===== src/rtl/fb_port_arbiter.sv =====
// Framebuffer port arbiter: scan-out reads have strict priority, CPU writes drain from a small FIFO.
// Optional CPU read-back path enabled by defining FB_READBACK_EN.
`timescale 1ns/1ps
module fb_port_arbiter #(
    parameter int ADDR_W     = 15,
    parameter int DATA_W     = 12,
    parameter int FIFO_DEPTH = 4,
    localparam int LVL_W     = $clog2(FIFO_DEPTH + 1)
) (
    input  logic              clk,
    input  logic              reset_n,
    input  logic              scan_req,
    input  logic [ADDR_W-1:0] scan_addr,
    output logic              scan_valid,
    output logic [DATA_W-1:0] scan_data,
    input  logic              cpu_wr_valid,
    output logic              cpu_wr_ready,
    input  logic [ADDR_W-1:0] cpu_wr_addr,
    input  logic [DATA_W-1:0] cpu_wr_data,
    output logic [LVL_W-1:0]  fifo_level,
`ifdef FB_READBACK_EN
    input  logic              cpu_rd_req,
    input  logic [ADDR_W-1:0] cpu_rd_addr,
    output logic              cpu_rd_valid,
    output logic [DATA_W-1:0] cpu_rd_data,
`endif
    output logic              ram_en,
    output logic              ram_we,
    output logic [ADDR_W-1:0] ram_addr,
    output logic [DATA_W-1:0] ram_wdata,
    input  logic [DATA_W-1:0] ram_rdata
);
    localparam int PTR_W   = $clog2(FIFO_DEPTH);
    localparam int ENTRY_W = ADDR_W + DATA_W;

    logic [ENTRY_W-1:0] fifo_mem [FIFO_DEPTH];
    logic [PTR_W-1:0]   wr_ptr_reg, rd_ptr_reg;
    logic [LVL_W-1:0]   level_reg, level_next;
    logic               ready_en_reg;
    logic               fifo_full, fifo_empty, push, pop;
    logic               rd_grant, rd_block;
    logic [ADDR_W-1:0]  rd_addr;
    logic [ENTRY_W-1:0] head;

    logic               ram_en_reg, ram_we_reg;
    logic [ADDR_W-1:0]  ram_addr_reg;
    logic [DATA_W-1:0]  ram_wdata_reg;
    logic               scan_p1_reg, scan_p2_reg, scan_valid_reg;
    logic [DATA_W-1:0]  scan_data_reg;

    assign fifo_full    = (level_reg == LVL_W'(FIFO_DEPTH));
    assign fifo_empty   = (level_reg == '0);
    assign cpu_wr_ready = ready_en_reg && !fifo_full && !rd_block;
    assign push         = cpu_wr_valid && cpu_wr_ready;
    // The level seen here excludes this cycle's push, so a new entry pops one cycle later at the earliest.
    assign pop          = !fifo_empty && !scan_req && !rd_grant;
    assign head         = fifo_mem[rd_ptr_reg];
    assign fifo_level   = level_reg;

    always_comb begin
        level_next = level_reg;
        if (push && !pop) begin
            level_next = level_reg + LVL_W'(1);
        end else if (pop && !push) begin
            level_next = level_reg - LVL_W'(1);
        end
    end

    always_ff @(posedge clk) begin
        if (push) begin
            fifo_mem[wr_ptr_reg] <= {cpu_wr_addr, cpu_wr_data};
        end
    end

    always_ff @(posedge clk or negedge reset_n) begin
        if (!reset_n) begin
            wr_ptr_reg   <= '0;
            rd_ptr_reg   <= '0;
            level_reg    <= '0;
            ready_en_reg <= 1'b0;
        end else begin
            ready_en_reg <= 1'b1;
            level_reg    <= level_next;
            if (push) wr_ptr_reg <= wr_ptr_reg + PTR_W'(1);
            if (pop)  rd_ptr_reg <= rd_ptr_reg + PTR_W'(1);
        end
    end

    // One RAM access per cycle; address and write data hold when the port is idle.
    always_ff @(posedge clk or negedge reset_n) begin
        if (!reset_n) begin
            ram_en_reg     <= 1'b0;
            ram_we_reg     <= 1'b0;
            ram_addr_reg   <= '0;
            ram_wdata_reg  <= '0;
            scan_p1_reg    <= 1'b0;
            scan_p2_reg    <= 1'b0;
            scan_valid_reg <= 1'b0;
            scan_data_reg  <= '0;
        end else begin
            scan_p1_reg    <= scan_req;
            scan_p2_reg    <= scan_p1_reg;
            scan_valid_reg <= scan_p2_reg;
            if (scan_p2_reg) scan_data_reg <= ram_rdata;
            if (scan_req) begin
                ram_en_reg   <= 1'b1;
                ram_we_reg   <= 1'b0;
                ram_addr_reg <= scan_addr;
            end else if (rd_grant) begin
                ram_en_reg   <= 1'b1;
                ram_we_reg   <= 1'b0;
                ram_addr_reg <= rd_addr;
            end else if (pop) begin
                ram_en_reg    <= 1'b1;
                ram_we_reg    <= 1'b1;
                ram_addr_reg  <= head[ENTRY_W-1:DATA_W];
                ram_wdata_reg <= head[DATA_W-1:0];
            end else begin
                ram_en_reg <= 1'b0;
                ram_we_reg <= 1'b0;
            end
        end
    end

    assign ram_en     = ram_en_reg;
    assign ram_we     = ram_we_reg;
    assign ram_addr   = ram_addr_reg;
    assign ram_wdata  = ram_wdata_reg;
    assign scan_valid = scan_valid_reg;
    assign scan_data  = scan_data_reg;

`ifdef FB_READBACK_EN
    typedef enum logic [2:0] {RD_IDLE, RD_DRAIN, RD_ISSUE, RD_WAIT, RD_DONE} rd_state_t;
    rd_state_t         rd_state_reg, rd_state_next;
    logic [ADDR_W-1:0] rd_addr_reg;
    logic              cpu_rd_valid_reg;
    logic [DATA_W-1:0] cpu_rd_data_reg;

    assign rd_block = (rd_state_reg != RD_IDLE);
    assign rd_grant = (rd_state_reg == RD_ISSUE) && !scan_req;
    assign rd_addr  = rd_addr_reg;

    always_comb begin
        rd_state_next = rd_state_reg;
        case (rd_state_reg)
            RD_IDLE:  if (cpu_rd_req) rd_state_next = RD_DRAIN;
            // Wait out queued writes and the write on the port so the read sees the newest pixel.
            RD_DRAIN: if (fifo_empty && !(ram_en_reg && ram_we_reg)) rd_state_next = RD_ISSUE;
            RD_ISSUE: if (rd_grant) rd_state_next = RD_WAIT;
            RD_WAIT:  rd_state_next = RD_DONE;
            RD_DONE:  rd_state_next = RD_IDLE;
            default:  rd_state_next = RD_IDLE;
        endcase
    end

    // Read data is valid on ram_rdata during RD_DONE and is registered onto the CPU port.
    always_ff @(posedge clk or negedge reset_n) begin
        if (!reset_n) begin
            rd_state_reg     <= RD_IDLE;
            rd_addr_reg      <= '0;
            cpu_rd_valid_reg <= 1'b0;
            cpu_rd_data_reg  <= '0;
        end else begin
            rd_state_reg     <= rd_state_next;
            cpu_rd_valid_reg <= (rd_state_reg == RD_DONE);
            if (rd_state_reg == RD_IDLE && cpu_rd_req) rd_addr_reg <= cpu_rd_addr;
            if (rd_state_reg == RD_DONE) cpu_rd_data_reg <= ram_rdata;
        end
    end

    assign cpu_rd_valid = cpu_rd_valid_reg;
    assign cpu_rd_data  = cpu_rd_data_reg;
`else
    assign rd_block = 1'b0;
    assign rd_grant = 1'b0;
    assign rd_addr  = '0;
`endif
endmodule


===== config.mk =====
export PLATFORM = sky130hd
export DESIGN_NAME = fb_port_arbiter
export DESIGN_NICKNAME = d
export VERILOG_FILES = /design/src/rtl/fb_port_arbiter.sv
export SDC_FILE = /design/constraint.sdc
export NUM_CORES = 1
export LEC_CHECK = 0
export CORE_UTILIZATION = 54
export DETAILED_ROUTE_END_ITERATION = 12
export GPL_ROUTABILITY_DRIVEN = 0
export PLACE_DENSITY = 0.88
export SYNTH_ARGS = -nofsm -noshare
export SYNTH_HDL_FRONTEND = slang
export SYNTH_SLANG_ARGS = --single-unit

===== constraint.sdc =====
create_clock -name clk -period 5.9 [get_ports clk]
set_input_delay 0.885 -clock clk [delete_from_list [all_inputs] [get_ports clk]]
set_output_delay 0.885 -clock clk [all_outputs]
set_load 0.02 [all_outputs]

==> Yosys cells after proc, flatten, opt, wreduce, memory -nomap -nowiden <==
Memories as Yosys holds them, arrays and structs flattened.
Cells that the tools add are included.
{ "word_totals": {"ff_bits": 52, "output_inout_bits": 46, "mem_bits_rw": 108, "input_bits": 58, "word_cells": 42, "n_memories": 1} }
{ "op_classes": {"n_eq_ne": 1, "reduce_logical": 14, "n_bitwise": 1, "n_addsub": 4, "muxes": 9} }
{ "memory_table": {"columns": ["name", "words", "word_bits", "rd", "rd_clocked_by_memory_dff", "wr", "line_no", "rtl"], "rows": [
  ["fifo_mem", 4, 27, 1, 0, 1, "36", "logic [ENTRY_W-1:0] fifo_mem [FIFO_DEPTH];"]
]} }
{ "ops": {"columns": ["operator", "count"], "rows": [
  ["$mux W15", 2],
  ["$mux W3", 2],
  ["$logic_and A1 B1 Y1", 5],
  ["$logic_not A1 Y1", 5],
  ["$mux W1", 5],
  ["$add A2 B1 Y2 const B", 2],
  ["$reduce_bool A2 Y1", 2],
  ["$add A3 B1 Y3 const B", 1],
  ["$eq A3 B3 Y1 const B", 1],
  ["$logic_not A3 Y1", 1],
  ["$sub A3 B1 Y3 const B", 1],
  ["$reduce_and A2 Y1", 1],
  ["$not A1 Y1", 1]
]} }

==> Logic depth before layout (Yosys ltp) <==
{ "logic_depth": {"ltp_word": 8, "depth_mapped": 10} }

==> Worst setup path after synthesis <==
No wires, ideal clock.
{ "synth_timing": {"path_type": "input port to flip-flop", "startpoint": "input port scan_req", "endpoint": "register level_reg[1] (netlist: fifo_level[1])", "setup_time_ns": 0.125, "setup_slack_ns": 3.463, "stages": 7, "n_path_buf": 2, "arrival_time_ns": 2.312, "t_required_ns": 5.775, "path_cell_list": "or2_1 -> buf_2 -> buf_2 -> ha_1 -> inv_1 -> fa_1 -> mux2_2"} }
{ "synth_between": {"elab_chain_cells": 5, "word_cells_on_any_way": 7} }
{ "synth_rtl": {"columns": ["element", "line_no", "rtl"], "rows": [
  ["start: declaration", "12", "input logic scan_req,"],
  ["$logic_not A1 Y1", "56", "assign pop = !fifo_empty && !scan_req && !rd_grant;"],
  ["$logic_and A1 B1 Y1", "56", null],
  ["$logic_not A1 Y1", "62", "if (push && !pop) begin"],
  ["$logic_and A1 B1 Y1", "62", null],
  ["$mux W3", "62", null],
  ["via level_next[1]", "38", "logic [LVL_W-1:0] level_reg, level_next;"],
  ["end signal: assignment", "83", "level_reg <= level_next;"],
  ["end: declaration", "38", null]
]} }
The timed path passes the listed nets, and every way through them passes these cells.
A chain may end at the register's enable or synchronous reset.

==> Worst setup path after layout <==
{ "layout_timing": {"startpoint": "input port scan_req", "endpoint": "register level_reg[2] (netlist: fifo_level[2])"} }
{ "layout_between": {"elab_chain_cells": 5, "word_cells_on_any_way": 7} }
{ "layout_rtl": {"columns": ["element", "line_no"], "rows": [
  ["$logic_not A1 Y1 (*)", "56"],
  ["$logic_and A1 B1 Y1 (*)", "56"],
  ["$logic_not A1 Y1", "62"],
  ["$logic_and A1 B1 Y1", "62"],
  ["$mux W3 / $reduce_bool A2 Y1 (equally long branches)", null]
]} }
Mark *: on every way between the ends. The rest lies on a longest branch, timed or not.

==> metrics.md <==
| Metric | Value |
|---|---|
| Routed via count | `3171` |
| Hold Path Stages | `0` |
| Buf/Inv on CP | `2` |
| R2R Path End | `fifo_level[2]` |
| Hold Crit Endpoint | `scan_p2_reg` |
| Critical Path AT | `3.73 ns` |
| Slowest CP cell | `clkdlybuf4s50_1` |
| DP HPWL | `7160 um` |
| GRT met3 Usage | `6.30%` |
| Final Hold Viols | `0` |
| Die X | `108 um` |
| Fin crit share | `56.0%` |
| Synth top cells by count | `edfxtp_1, dfrtp_1, mux2_2, mux4_2, nand2b_1` |
| Area Overhead vs Synth | `27.6%` |
| Worst Setup Start Kind | `input port` |
| Flop2flop setup slack | `3.18 ns` |
| Rows | `38` |
| Worst Path Required | `6.33 ns` |
| Slowest cell delay on critical path | `0.98 ns` |
| Avg Cell Area, Syn | `21.0 um^2` |
| CP Cell Sequence | `clkdlybuf4s50_1 > or2_1 > ha_1 > inv_1 > fa_1 > xor2_1 > nor2_1 > xnor2_1` |
| Worst Skew | `0.00783 ns` |
| Fin nets | `467` |
| Largest net degree at the start of global routing | `53` |
| Mapped Cells | `288` |
| Register area share after synthesis | `75.2%` |
| Design Area, Final | `7720 um^2` |
| # diodes | `0` |
| Global route overflow | `0` |
| Post-CTS setup buffers | `0` |
| Ports | `104` |
| Setup CP Type | `in -> reg` |
| Post-DR vias/cell | `5.70` |
| Hold_buf cts | `0` |
| Reg clk slew, reported paths | `0.06 ns` |
| Worst Tran Pin Value | `0.974 ns` |
| Clock Power Share | `27.2%` |
| Switching Share | `29.0%` |
| GRT Total Usage | `22.7%` |
| RSZ-0062 raised after global routing | `false` |
| EDFF count, synth | `108` |
| Top cell type by total area after synthesis | `edfxtp_1` |
| Max FFs per register | `108` |
| Util after Layout | `70.9%` |
| Drt pass-1 iters | `4` |
| Final setup viols | `0` |
| Combinational power share | `27.7%` |
| Fmax | `303 MHz` |
| Internal power | `0.00248 W` |
| Chip height | `108 um` |
| PwrDens | `453 nW/um^2` |
| # fillers | `662` |
| Synthesis-stage register bit count | `160` |
| CTS Buf Count | `17` |
| Max cap viols | `0` |
| Initial Util | `55.5%` |
| Synthesized area | `6050 um^2` |
| Routed WL per cell | `21.5 um` |
| DP Area | `7200 um^2` |
| Max IR drop VDD | `0.236 mV` |
| Longest Clk Path Bufs | `2` |
| Delay-heaviest family, CP | `buffers and inverters` |
| Final min period | `3.30 ns` |
| Top area cells in the synthesized netlist | `edfxtp_1, dfrtp_1, mux4_2` |
| CP Capture Type | `flop` |
| Synth warn | `0` |
| CTS root buffer | `clkbuf_8` |
| # DRC | `0` |
| H-tree Lvls | `4` |
| Area of the multi-input gates | `1370 um^2` |
| CTS tree | `built` |
| Global-route wire length before repair | `18400 um` |
| Ratio of cells with drive above 1 in the final layout | `22.1%` |
| Worst hold path class | `reg -> reg` |
| Post-DRT Antenna Nets | `0` |
| Flop pwr share | `45.0%` |
| Most numerous cell in the Yosys netlist | `edfxtp_1` |
| R2r worst-path depth | `8` |
| Slew Limit Fails | `0` |
| Share of the synthesized area in the top cell type | `53.6%` |
| Total power | `0.00350 W` |
| Net Count, Synth | `352` |
| HP Start | `scan_p1_reg` |
| CTS Sinks | `160` |
| Asr flop ratio synth | `32.5%` |
| Initial antenna violation count | `0` |
| Top FF cell, synth | `edfxtp_1` |
| NetSw | `0.00102 W` |
| Worst skew pair latency | `0.51 ns` |
| Port bufs | `103` |
| Core Box Area | `10900 um^2` |
| Status | `completed` |
| Worst rel slew slack | `35.1%` |
| Post-CTS resize count | `0` |
| Initial DRC count | `167` |
| Leakage Power | `2.75 nW` |
| Final Routed Wirelength | `12000 um` |
| Met2 Resource Use GR | `38.7%` |
| Top Usage Layer GRT | `met2` |
| GRT met1 Usage | `27.4%` |
| Worst r2r src | `fifo_level[0]` |
| Number of global-route vias before repair | `3369` |
| Reg area | `4550 um^2` |
| Critical-path maximum fanout | `19` |
| Yosys cell types | `28` |
| DIE AREA | `11600 um^2` |
| Setup TNS | `0 ns` |
area by class of cell:
class                           count  area share (%)
Clock buffer                       19            5.46
Clock inverter                     13            1.26
Inverter                            8           0.422
Multi-Input combinational cell    107            17.8
Sequential cell                   160            58.9
Tap cell                          140            2.27
Timing Repair Buffer              109            13.9
power by group through the flow:
stage | registers [W] | clock network [W] | logic, W
floorplan | 0.00164 | 0 | 0.000527
global placement | 0.00158 | 0 | 0.000920
detailed placement | 0.00159 | 0 | 0.000956
CTS | 0.00158 | 0.000968 | 0.000984
global route | 0.00161 | 0.00102 | 0.00103
finish | 0.00157 | 0.000953 | 0.000970
through the flow:
step | instances | hold slack (ns) | setup slack, ns
floorplan | 288 | 0.331 | 3.46
global placement | 524 | 0.339 | 2.32
detailed placement | 524 | 0.352 | 2.13
CTS | 556 | 0.368 | 2.61
global route | 556 | 0.373 | 2.45
finish | 556 | 0.363 | 2.60
metal layers:
metal | share of wire [%] | routed length (um)
met1 | 39 | 4700
met2 | 52 | 6170
met3 | 6.7 | 803
met4 | 2.5 | 294
met5 | 0 | 0
worst max-delay path by stage:
stage / cells past startpoint / endpoint / slack, ns / start
final: 8 / fifo_level[2] / 2.60 / scan_req
after global routing: 8 / fifo_level[2] / 2.45 / scan_req
after CTS: 8 / fifo_level[2] / 2.61 / scan_req
after detailed placement: 8 / fifo_level[2] / 2.13 / scan_req
after global placement: 8 / fifo_level[2] / 2.32 / scan_req
after floorplan: 7 / fifo_level[1] / 3.46 / scan_req
cells in the final DEF, fill, tap and decap left out, drive strengths merged:
master / count
clkinvlp: 4
dfrtp: 52
xor2: 2
conb: 1
and2: 4
buf: 7
ha: 5
inv: 8
or4: 1
o311a: 1
fa: 1
mux4: 27
a221o: 2
clkdlybuf4s50: 102
or2: 1
nand2b: 13
clkinv: 8
bufinv: 1
xnor2: 4
o221a: 13
nor3: 2
o31a: 1
nor2: 3
edfxtp: 108
clkbuf: 19
mux2: 26
kinds of logic (layout without fill, tap and decap cells):
logic type / after synthesis / after routing / synth area share (%)
AO/OA/AOI/OAI: 17 / 17 / 3.06
XOR/XNOR: 6 / 6 / 0.869
adder cells (fa/ha/maj): 6 / 6 / 1.37
buffers and inverters: 21 / 149 / 2.11
flip-flops: 160 / 160 / 75.2
multiplexers: 53 / 53 / 15.0
other: 1 / 1 / 0.0620
AND/OR/NAND/NOR: 24 / 24 / 2.34
No activity file was read; power rests on OpenSTA's default activity.
